`src/rtl/clock_gen_pkg.sv`:
```
// rtl/clock_gen_pkg.sv - shared types for the clock generator
package clock_gen_pkg;

  typedef enum logic [1:0] {
    EDGE_NONE = 2'd0,
    EDGE_RISE = 2'd1,
    EDGE_FALL = 2'd2
  } edge_e;

endpackage

```
`src/rtl/clock_gen_half_period_counter.sv`:
```
// rtl/clock_gen_half_period_counter.sv - half-period counter with clear and terminal count
module half_period_counter #(
  parameter int CNT_W = 8
) (
  input  logic             clk,
  input  logic             rst,
  input  logic             en_i,
  input  logic             clr_i,
  input  logic [CNT_W-1:0] half_i,
  output logic             tc_o
);

  logic [CNT_W-1:0] cnt_q, cnt_d;

  // half_i is never 0, so half_i-1 cannot underflow
  assign tc_o = (cnt_q == half_i - CNT_W'(1));

  always_comb begin
    cnt_d = cnt_q;
    if (clr_i) begin
      cnt_d = '0;
    end else if (en_i) begin
      cnt_d = tc_o ? '0 : cnt_q + CNT_W'(1);
    end
  end

  always_ff @(posedge clk or posedge rst) begin
    if (rst) begin
      cnt_q <= '0;
    end else begin
      cnt_q <= cnt_d;
    end
  end

endmodule

```
`src/rtl/clock_gen.sv`:
```
// rtl/clock_gen.sv - divided 50% duty clock with rise/fall strobes in the reference domain
module clock_gen
  import clock_gen_pkg::*;
#(
  parameter int CNT_W       = 8,
  parameter int HALF_PERIOD = 12
) (
  input  logic             clk,
  input  logic             rst,
  input  logic             en,
  input  logic             div_load,
  input  logic [CNT_W-1:0] div_value,
  output logic             clk_out,
  output logic             rise_pulse,
  output logic             fall_pulse
);

  logic [CNT_W-1:0] half_q, half_d;
  logic             clk_q, clk_d;
  logic             rise_q, rise_d;
  logic             fall_q, fall_d;
  logic             tc;
  edge_e            edge_kind;

  half_period_counter #(
    .CNT_W(CNT_W)
  ) u_cnt (
    .clk   (clk),
    .rst   (rst),
    .en_i  (en),
    .clr_i (div_load),
    .half_i(half_q),
    .tc_o  (tc)
  );

  // A divisor load wins over counting and restarts the half-period without touching the level
  always_comb begin
    half_d    = half_q;
    clk_d     = clk_q;
    edge_kind = EDGE_NONE;
    if (div_load) begin
      half_d = (div_value == '0) ? CNT_W'(1) : div_value;
    end else if (en && tc) begin
      clk_d     = ~clk_q;
      edge_kind = clk_q ? EDGE_FALL : EDGE_RISE;
    end
    rise_d = (edge_kind == EDGE_RISE);
    fall_d = (edge_kind == EDGE_FALL);
  end

  always_ff @(posedge clk or posedge rst) begin
    if (rst) begin
      half_q <= CNT_W'(HALF_PERIOD);
      clk_q  <= 1'b0;
      rise_q <= 1'b0;
      fall_q <= 1'b0;
    end else begin
      half_q <= half_d;
      clk_q  <= clk_d;
      rise_q <= rise_d;
      fall_q <= fall_d;
    end
  end

  assign clk_out    = clk_q;
  assign rise_pulse = rise_q;
  assign fall_pulse = fall_q;

endmodule

```
`config.mk`:
```
export PLATFORM = sky130hd
export DESIGN_NAME = clock_gen
export DESIGN_NICKNAME = d
export VERILOG_FILES = /design/src/rtl/clock_gen_pkg.sv /design/src/rtl/clock_gen_half_period_counter.sv /design/src/rtl/clock_gen.sv
export SDC_FILE = /design/constraint.sdc
export NUM_CORES = 1
export LEC_CHECK = 0
export ABC_AREA = 1
export BUFFER_PORTS_ARGS = -buffer_cell sky130_fd_sc_hd__buf_2
export CELL_PAD_IN_SITES_DETAIL_PLACEMENT = 1
export CELL_PAD_IN_SITES_GLOBAL_PLACEMENT = 1
export CORE_MARGIN = 2
export CORE_UTILIZATION = 44
export DETAILED_ROUTE_END_ITERATION = 16
export GPL_ROUTABILITY_DRIVEN = 0
export PLACE_DENSITY = 0.81
export SYNTH_ARGS = -nofsm -noshare
export SYNTH_HDL_FRONTEND = slang
export SYNTH_SLANG_ARGS = --single-unit
```
`constraint.sdc`:
```
create_clock -name clk -period 3.8 [get_ports clk]
set_clock_uncertainty 0.2 [all_clocks]
set_input_delay 0.38 -clock clk [delete_from_list [all_inputs] [get_ports clk]]
set_output_delay 0.38 -clock clk [all_outputs]
set_load 0.05 [all_outputs]
```
Word level (Yosys, flattened, before mapping)
Index checks and enable logic that the tools add are counted.
{"block": "totals", "regBits": 19, "input_bits": 12, "output_inout_bits": 3, "word_cells": 23}
{"block": "classes", "addsub": 2, "n_eq_ne": 3, "n_mux": 7, "bitwise_logic": 2, "n_reduce_logical": 4}
{"operator": "$mux 8", "n": 4}
{"operator": "$add 8x1->8 const B", "n": 1}
{"operator": "$eq 8x8->1", "n": 1}
{"operator": "$logic_not 8->1", "n": 1}
{"operator": "$sub 8x1->8 const B", "n": 1}
{"operator": "$mux 2", "n": 3}
{"operator": "$eq 2x1->1 const B", "n": 1}
{"operator": "$eq 2x2->1 const B", "n": 1}
{"operator": "$not 1->1", "n": 2}
{"operator": "$reduce_and 2->1", "n": 1}
{"operator": "$reduce_bool 2->1", "n": 1}
{"operator": "$logic_and 1x1->1", "n": 1}

Logic depth before layout (Yosys ltp)
Gate-level depths: netlist (run 1).
{"block": "depth", "word_depth": 6, "ltp_mapped": 13, "ltp_nobuf": 13}

Hierarchy
A second synthesis (run 1) with hierarchy kept.
{"block": "hier_totals", "hier_cells": 169, "area_unflattened_um2": 1213.7}
{"mod": "half_period_counter", "n_inst": 1, "cells_each": 131, "area_per_inst_um2": 749.5}
{"mod": "clock_gen", "n_inst": 1, "cells_each": 38, "area_per_inst_um2": 464.2}

Least setup slack after synthesis (run 1)
No wires, ideal clock.
{"block": "synth_path", "kind": "flip-flop to flip-flop", "from": "register half_q[0]", "to": "register u_cnt.cnt_q[0]", "setup_time_ns": 0.121, "arrival_time_ns": 1.413, "required_time_ns": 3.479, "setup_slack_ns": 2.066, "path_stages_with_launch": 12, "path_cell_list": "dfrtp_1 > inv_2 > ha_1 > nand2_1 > nor2_2 > nand2_1 > nand2_1 > inv_1 > nor2_2 > nand3_4 > nand2_4 > a21oi_2"}
{"block": "synth_between", "elab_chain_len": 5}
{"element": "start, declared", "line_no": "clock_gen.sv:18", "source": "logic [CNT_W-1:0] half_q, half_d;"}
{"element": "start signal, assigned", "line_no": "clock_gen.sv:53", "source": "half_q <= CNT_W'(HALF_PERIOD);"}
{"element": "start signal, assigned", "line_no": "clock_gen.sv:58", "source": "half_q <= half_d;"}
{"element": "$sub 8x1->8", "line_no": "clock_gen_half_period_counter.sv:16", "source": "assign tc_o = (cnt_q == half_i - CNT_W'(1));"}
{"element": "$eq 8x8->1", "line_no": "clock_gen_half_period_counter.sv:16"}
{"element": "$mux 8", "line_no": "clock_gen_half_period_counter.sv:23", "source": "cnt_d = tc_o ? '0 : cnt_q + CNT_W'(1);"}
{"element": "$mux 8", "line_no": "clock_gen_half_period_counter.sv:22", "source": "end else if (en_i) begin"}
{"element": "$mux 8", "line_no": "clock_gen_half_period_counter.sv:20", "source": "if (clr_i) begin"}
{"element": "end signal, assigned", "line_no": "clock_gen_half_period_counter.sv:31", "source": "cnt_q <= cnt_d;"}
{"element": "end, declared", "line_no": "clock_gen_half_period_counter.sv:13", "source": "logic [CNT_W-1:0] cnt_q, cnt_d;"}
No other way between the ends. The select of a mux whose other input is x is not followed.
A chain may end at the register's enable or synchronous reset.

Worst setup path after layout (run 1)
Same ends and word-level chain as after synthesis.

==> impl_metrics.env, run 1 <==
export IMPL_fin_crit_ps=1935
export IMPL_clkPwrFrac_pct=21.7
export IMPL_power_frac_seq_pct=50.7
export IMPL_critPathBufInv=1
export IMPL_ys_seq_area_share_pct=40.21
export IMPL_worst_r2r_setup_slack_ps=1870
export IMPL_cp_required_ps=3810
export IMPL_setup_tns_final_ps=0
export IMPL_p_per_area_nw_per_um2=376.1
export IMPL_finalHoldViolCount=17
export IMPL_grt_pass1_vias=1122
export IMPL_ys_ff_latch=19
export IMPL_synth_distinct_cells=27
export IMPL_max_stage_delay_ps=400
export IMPL_post_drt_wl_per_cell_um=13.60
export IMPL_critical_path_depth=10
export IMPL_portBuffers=14
export IMPL_post_cts_buffers=0
export IMPL_via_per_inst=5.099
export IMPL_netlist_area_um2=1189
export IMPL_post_route_drc_count=0
export IMPL_ir_drop_uv=203.9
export IMPL_antenna_found_initial=0
export IMPL_cts_sinks=19
export IMPL_overflow=0
export IMPL_max_slew_worst_pin_slew_ps=721.8
export IMPL_hold_buffers=0
export IMPL_grt_max_degree=20
export IMPL_drt_wl_total_um=2761
export IMPL_startpoint_type="register"
export IMPL_fp_dieH_um=55.98
export IMPL_power_switching_uw=184.0
export IMPL_criticalPathCategory="register to register"
export IMPL_crit_start="half_q[0]"
export IMPL_setup_viol_count_final=0
export IMPL_relSlewSlack_pct=51.83
export IMPL_pwr_share_comb_pct=27.6
export IMPL_nets=188
export IMPL_syn_avg_cell_area_um2=7.571
export IMPL_clockRootBuffer="clkbuf_4"
export IMPL_layout_common_cells="nand2_1 (53), dfrtp_1 (17), inv_1 (16)"
export IMPL_worstSetupEndpointType="register"
export IMPL_cts_path_max_buffers=2
export IMPL_initial_utilization_pct=47.12
export IMPL_final_antenna_net_count=0
export IMPL_vias=1035
export IMPL_post_route_period_util_pct=50.91
export IMPL_rsz0062_at_grt="false"
export IMPL_worstSkewPairLatency_ps=300
export IMPL_syn_nets=171
export IMPL_grt_usage_pct=20.18
export IMPL_drv_cap=0
export IMPL_cts_inserted_buffers=3
export IMPL_area_growth_pct=10.42
export IMPL_status="complete, but fails checks"
export IMPL_crit_arrival_ps=1940
export IMPL_dr_pass1_iters=3
export IMPL_rr_startpoint="half_q[0]"
export IMPL_drt_iter0_markers=21
export IMPL_synth_edff_count=0
export IMPL_clock_fmax_ghz=0.5169
export IMPL_drv_slew=0
export IMPL_core_um2=2522
export IMPL_worst_path_max_delay_cell="dfrtp_1"
export IMPL_fin_util_pct=52.03
export IMPL_whs_ps=-19.29
export IMPL_rows=18
export IMPL_dieArea_um2=3133
export IMPL_tritoncts="built"
export IMPL_internal_power_uw=309.6
export IMPL_grt_pass1_wl_um=4961
export IMPL_syn_inst=157
export IMPL_io_pins=15
export IMPL_yosys_warnings=0
export IMPL_clk_pin_slew_ps=120
export IMPL_cp_max_fo=7
export IMPL_diodes=0
export IMPL_htreeDepth=1
export IMPL_die_w_um=55.98
export IMPL_worstHoldPathType="input port to async pin"
export IMPL_crit_family="simple AND/OR/NAND/NOR gates"
export IMPL_cts_resized=0
export IMPL_final_common_cell="nand2_1"
export IMPL_postSynth_asyncResetShare_pct=100.0
export IMPL_p_leak_uw=0.0006586
export IMPL_swShare_pct=37.27
export IMPL_path_cells="inv_2 -> ha_1 -> nand2_1 -> nand2_1 -> nor2_1 -> nand3_1 -> a21oi_2 -> nand3_4 -> nand2_4 -> a21oi_2"
export IMPL_synthFlopType="dfrtp_1"
export IMPL_violations="negative hold slack"
export IMPL_hpwl_um=2237
export IMPL_rr_worst_depth=10
export IMPL_drive_gt1_share_pct=24.86
## stage by stage
step	cell area, um^2	total power, uW	std cells	setup WS [ps]
finish	1313	493.6	203	1865
global route	1313	531.0	203	1716
CTS	1313	498.8	203	1853
detailed placement	1285	391.5	199	1879
global placement	1285	384.3	199	1894
floorplan	1189	350.3	157	2066
## flip-flops by register name, indices dropped and copies added (netlist names)
signal,cells
half_q,8
u_cnt.cnt_q,8
clk_out,1
fall_pulse,1
rise_pulse,1
## layer usage
metal  wire length, um  up-vias  share of wire, %  GRT usage, %
met5                 0        -                 0             0
met3                64        6               2.3         2.558
met2              1337       13                48         34.12
li1                  -      521                 -             -
met4                45        0               1.6         7.823
met1              1313      495                48         26.10
## synth_stat cells (2+ instances only)
| cell | n | area share, % |
|---|---|---|
| nand2_1 | 53 | 17 |
| inv_2 | 4 | 1.3 |
| xor2_1 | 6 | 4.4 |
| nand3_1 | 10 | 4.2 |
| nand2_2 | 2 | 1.1 |
| o21ai_2 | 6 | 4.4 |
| nor2_1 | 10 | 3.2 |
| o21ai_0 | 5 | 2.1 |
| nor3_1 | 2 | 0.84 |
| nor2_2 | 5 | 2.6 |
| inv_1 | 16 | 5.1 |
| xnor2_1 | 3 | 2.2 |
| dfrtp_1 | 17 | 36 |
| o21ai_1 | 2 | 0.84 |
| dfstp_2 | 2 | 4.4 |
| a21oi_2 | 2 | 1.5 |
| ha_1 | 2 | 2.1 |
## power groups by stage
stage / Combinational, uW / Clock, uW / Sequential, uW
CTS: 138 / 110 / 250
global route: 159 / 118 / 253
floorplan: 92.5 / 0 / 258
finish: 136 / 107 / 250
detailed placement: 137 / 0 / 254
global placement: 131 / 0 / 253
## cells by family after synthesis
group,share of synthesized area [%]
buffers and inverters,7.263
DFF,40.21
and+or+nand+nor,33.90
adders and majority gates,2.105
AOI/OAI and AO/OA,9.895
xor gates and xnor gates,6.632
## cell type report
class,instances,area [um^2]
flip-flops and latches,19,478.0
clock inverters,1,5.005
clock buffers,3,22.52
inverters,20,75.07
multi-input cells,116,624.3
repair buffers,14,70.07
fillers,337,1210
well taps,30,37.54
## path summary, 6_finish.rpt
check,endpoint
max,u_cnt.cnt_q[0]
min,fall_pulse
max reg2reg,u_cnt.cnt_q[0]
min reg2reg,half_q[7]
max in group asynchronous,half_q[7]
min in group clk,half_q[5]
## worst reg2reg max path, cell delays in order, from the launching register on
cell and delay [ps]:
dfrtp_1 400, inv_2 130, ha_1 280, nand2_1 80, nand2_1 50, nor2_1 100
nand3_1 90, a21oi_2 160, nand3_4 120, nand2_4 150, a21oi_2 60
(Power assumes the default switching activity.)
==> inputs of run 2 (changes only) <==
--- a/config.mk
+++ b/config.mk
@@ -5,15 +5,15 @@
 export SDC_FILE = /design/constraint.sdc
 export NUM_CORES = 1
 export LEC_CHECK = 0
-export ABC_AREA = 1
+export ABC_AREA = 0
 export BUFFER_PORTS_ARGS = -buffer_cell sky130_fd_sc_hd__buf_2
 export CELL_PAD_IN_SITES_DETAIL_PLACEMENT = 1
 export CELL_PAD_IN_SITES_GLOBAL_PLACEMENT = 1
 export CORE_MARGIN = 2
-export CORE_UTILIZATION = 44
+export CORE_UTILIZATION = 40
 export DETAILED_ROUTE_END_ITERATION = 16
 export GPL_ROUTABILITY_DRIVEN = 0
-export PLACE_DENSITY = 0.81
+export PLACE_DENSITY = 0.73
 export SYNTH_ARGS = -nofsm -noshare
 export SYNTH_HDL_FRONTEND = slang
 export SYNTH_SLANG_ARGS = --single-unit
==> constraint.sdc (replaced) <==
create_clock -name clk -period 1.65 [get_ports clk]
set_clock_uncertainty 0.2 [all_clocks]
set_input_delay 0.165 -clock clk [delete_from_list [all_inputs] [get_ports clk]]
set_output_delay 0.165 -clock clk [all_outputs]
set_load 0.05 [all_outputs]
==> run 2 against run 1 <==
Against the previous run:
- the flow finishes with violations (negative setup slack)
- final area increased by 31%
- routed wire length rose by 25%
- critical path depth down 4
- synthesized cell count fell by 29%
- total power is 130% higher
- global-route usage rose by 1.4 points
- clock power rose by 130%
- core utilization rose by 10 points
- sequential share of layout area shrank 8.5 points
- final cell count shrank 6.9%
- largest cell class unchanged
==> impl_metrics.env, run 2 <==
export IMPL_final_common_cell="buf_4"
export IMPL_post_route_period_util_pct=128.3
export IMPL_syn_avg_cell_area_um2=10.40
export IMPL_cts_path_max_buffers=2
export IMPL_via_per_inst=5.556
export IMPL_nets=173
export IMPL_fin_util_pct=62.16
export IMPL_p_per_area_nw_per_um2=659.0
export IMPL_netlist_area_um2=1165
export IMPL_synth_edff_count=0
export IMPL_swShare_pct=32.76
export IMPL_pwr_share_comb_pct=30.6
export IMPL_synth_distinct_cells=42
export IMPL_io_pins=15
export IMPL_rsz0062_at_grt="true"
export IMPL_vias=1050
export IMPL_dr_pass1_iters=4
export IMPL_syn_nets=126
export IMPL_worstSkewPairLatency_ps=300
export IMPL_worst_path_max_delay_cell="dfstp_2"
export IMPL_cts_sinks=19
export IMPL_post_route_drc_count=0
export IMPL_area_growth_pct=47.15
export IMPL_p_leak_uw=0.0007358
export IMPL_fp_dieH_um=57.97
export IMPL_layoutNonFillerInstCount=189
export IMPL_initial_utilization_pct=42.24
export IMPL_syn_inst=112
export IMPL_cts_inserted_buffers=3
export IMPL_die_w_um=57.97
export IMPL_postSynth_asyncResetShare_pct=100.0
export IMPL_fin_ws_ps=-467.0
export IMPL_yosys_warnings=0
export IMPL_seq_area_um2=479.2
export IMPL_internal_power_uw=759.5
export IMPL_path_cells="xor2_2 -> xnor2_1 -> o2111ai_4 -> nor3_4 -> buf_12 -> and4bb_1"
export IMPL_grt_use_met1_pct=27.22
export IMPL_antenna_found_initial=0
export IMPL_criticalPathCategory="register to register"
export IMPL_finalHoldViolCount=0
export IMPL_crit_arrival_ps=2160
export IMPL_layout_common_cells="buf_4 (24), dfrtp_1 (16), buf_2 (14)"
export IMPL_core_um2=2758
export IMPL_drt_wl_total_um=3463
export IMPL_use_met2_pct=38.64
export IMPL_crit_family="flip-flops"
export IMPL_worstSetupEndpointType="register"
export IMPL_rows=19
export IMPL_max_stage_delay_ps=640
export IMPL_top_regs="half_q (8), u_cnt.cnt_q (8)"
export IMPL_setup_viol_count_final=11
export IMPL_whs_ps=57.47
export IMPL_synthFlopType="dfrtp_1"
export IMPL_critPathBufInv=1
export IMPL_grt_pass1_vias=1148
export IMPL_htreeDepth=1
export IMPL_grt_pass1_wl_um=5457
export IMPL_yosys_area_top_type_share_pct=36.52
export IMPL_grt_usage_pct=21.57
export IMPL_diodes=0
export IMPL_grt_max_degree=21
export IMPL_hpwl_um=2147
export IMPL_multi_input_area_um2=784.5
export IMPL_synth_top_cell_by_area="dfrtp_1"
export IMPL_ys_seq_area_share_pct=41.03
export IMPL_ys_ff_latch=19
export IMPL_drive_gt1_share_pct=47.47
export IMPL_synth_area_leaders="dfrtp_1 (37%), xor2_1 (7.5%), mux2_2 (5.8%)"
export IMPL_cp_max_fo=8
export IMPL_power_frac_seq_pct=48.1
export IMPL_synth_commonest_cells="dfrtp_1 (17), xor2_1 (10), mux2_2 (6), nand2b_1 (6)"
export IMPL_drv_slew=0
export IMPL_drv_cap=0
export IMPL_grt_busiest_layer="met2"
export IMPL_setup_tns_final_ps=-4652
export IMPL_tritoncts="built"
export IMPL_power_switching_uw=370.1
export IMPL_clk_pin_slew_ps=110
export IMPL_clkPwrFrac_pct=21.4
export IMPL_final_antenna_net_count=0
export IMPL_drt_iter0_markers=40
export IMPL_yosys_cell_count_top_type="dfrtp_1"
export IMPL_post_drt_wl_per_cell_um=18.32
export IMPL_max_slew_worst_pin_slew_ps=367.2
export IMPL_portBuffers=14
export IMPL_nFillCells=296
export IMPL_clockRootBuffer="clkbuf_4"
export IMPL_startpoint_type="register"
export IMPL_worstHoldPathType="input port to register"
export IMPL_grt_use_met3_pct=2.679
export IMPL_fin_crit_ps=2117
export IMPL_dieArea_um2=3360
export IMPL_clock_fmax_ghz=0.4724
export IMPL_status="complete, but fails checks"
export IMPL_overflow=0
export IMPL_ir_drop_uv=384.3
export IMPL_cp_required_ps=1690
export IMPL_relSlewSlack_pct=75.52
export IMPL_violations="negative setup slack"
export IMPL_dp_cells=169
-- run 2: final timing paths --
| check | start | to | slack (ps) | depth (start not counted) |
|---|---|---|---|---|
| worst min register to register | half_q[7] | half_q[7] | 340 | 1 |
| max in group asynchronous | rst | half_q[3] | 770 | 4 |
| worst max-delay path | half_q[3] | rise_pulse | -470 | 6 |
| worst min-delay path | en | u_cnt.cnt_q[0] | 60 | 2 |
| min in group asynchronous | rst | half_q[6] | 210 | 4 |
| worst max register to register | half_q[3] | rise_pulse | -470 | 6 |
-- run 2: area by class of cell --
class	count	share of cell area, %
timing repair buffer	49	21.61
inverter	4	0.8759
multi-input combinational	82	45.77
tap	31	2.263
clock buffer	4	1.533
sequential	19	27.96
-- run 2: kinds of logic (layout without fill, tap and decap cells) --
group,Yosys count,count (layout),share of synthesized area (%)
adder cells (fa/ha/maj),2,2,2.148
flip-flops,19,19,41.03
multiplexers,7,7,6.659
AO/OA/AOI/OAI,22,22,14.93
buffers and inverters,11,57,3.759
AND/OR/NAND/NOR,39,39,22.45
XOR/XNOR,12,12,9.022
-- run 2: through the flow --
step	total power [uW]	worst slack [ps]	cell area, um^2
2_1_floorplan	706.2	-270.3	1184
3_3_place_gp	792.0	-419.2	1406
3_5_place_dp	803.5	-461.1	1406
4_1_cts	1083	-391.1	1573
5_1_grt	1199	-539.8	1714
6_report	1130	-467.0	1714
-- run 2: metal layers --
| metal | vias to the layer above | share of wire, % |
|---|---|---|
| met3 | 4 | 1.6 |
| met1 | 529 | 45 |
| li1 | 504 | - |
| met4 | 0 | 0.84 |
| met5 | - | 0 |
| met2 | 13 | 53 |
-- run 2: what timing repair did --
item,in CTS,in global routing
pin swaps,2,4
resized for setup,2,20
endpoints found under the setup margin,11,12
endpoints found under the hold margin,28,0
hold buffers,10,0
buffers inserted,3,3
-- run 2: power by group through the flow --
stage | clock (uW) | sequential [uW] | combinational, uW
final | 241 | 543 | 345
after global routing | 279 | 547 | 373
after CTS | 257 | 538 | 288
after detailed placement | 0 | 547 | 257
after global placement | 0 | 544 | 248
after floorplan | 0 | 557 | 149
-- run 2: worst reg2reg max path: stages (launching register included) --
cell and delay [ps]:
dfstp_2 640, xor2_2 200, xnor2_1 190, o2111ai_4 220, nor3_4 260, buf_12 150
and4bb_1 190
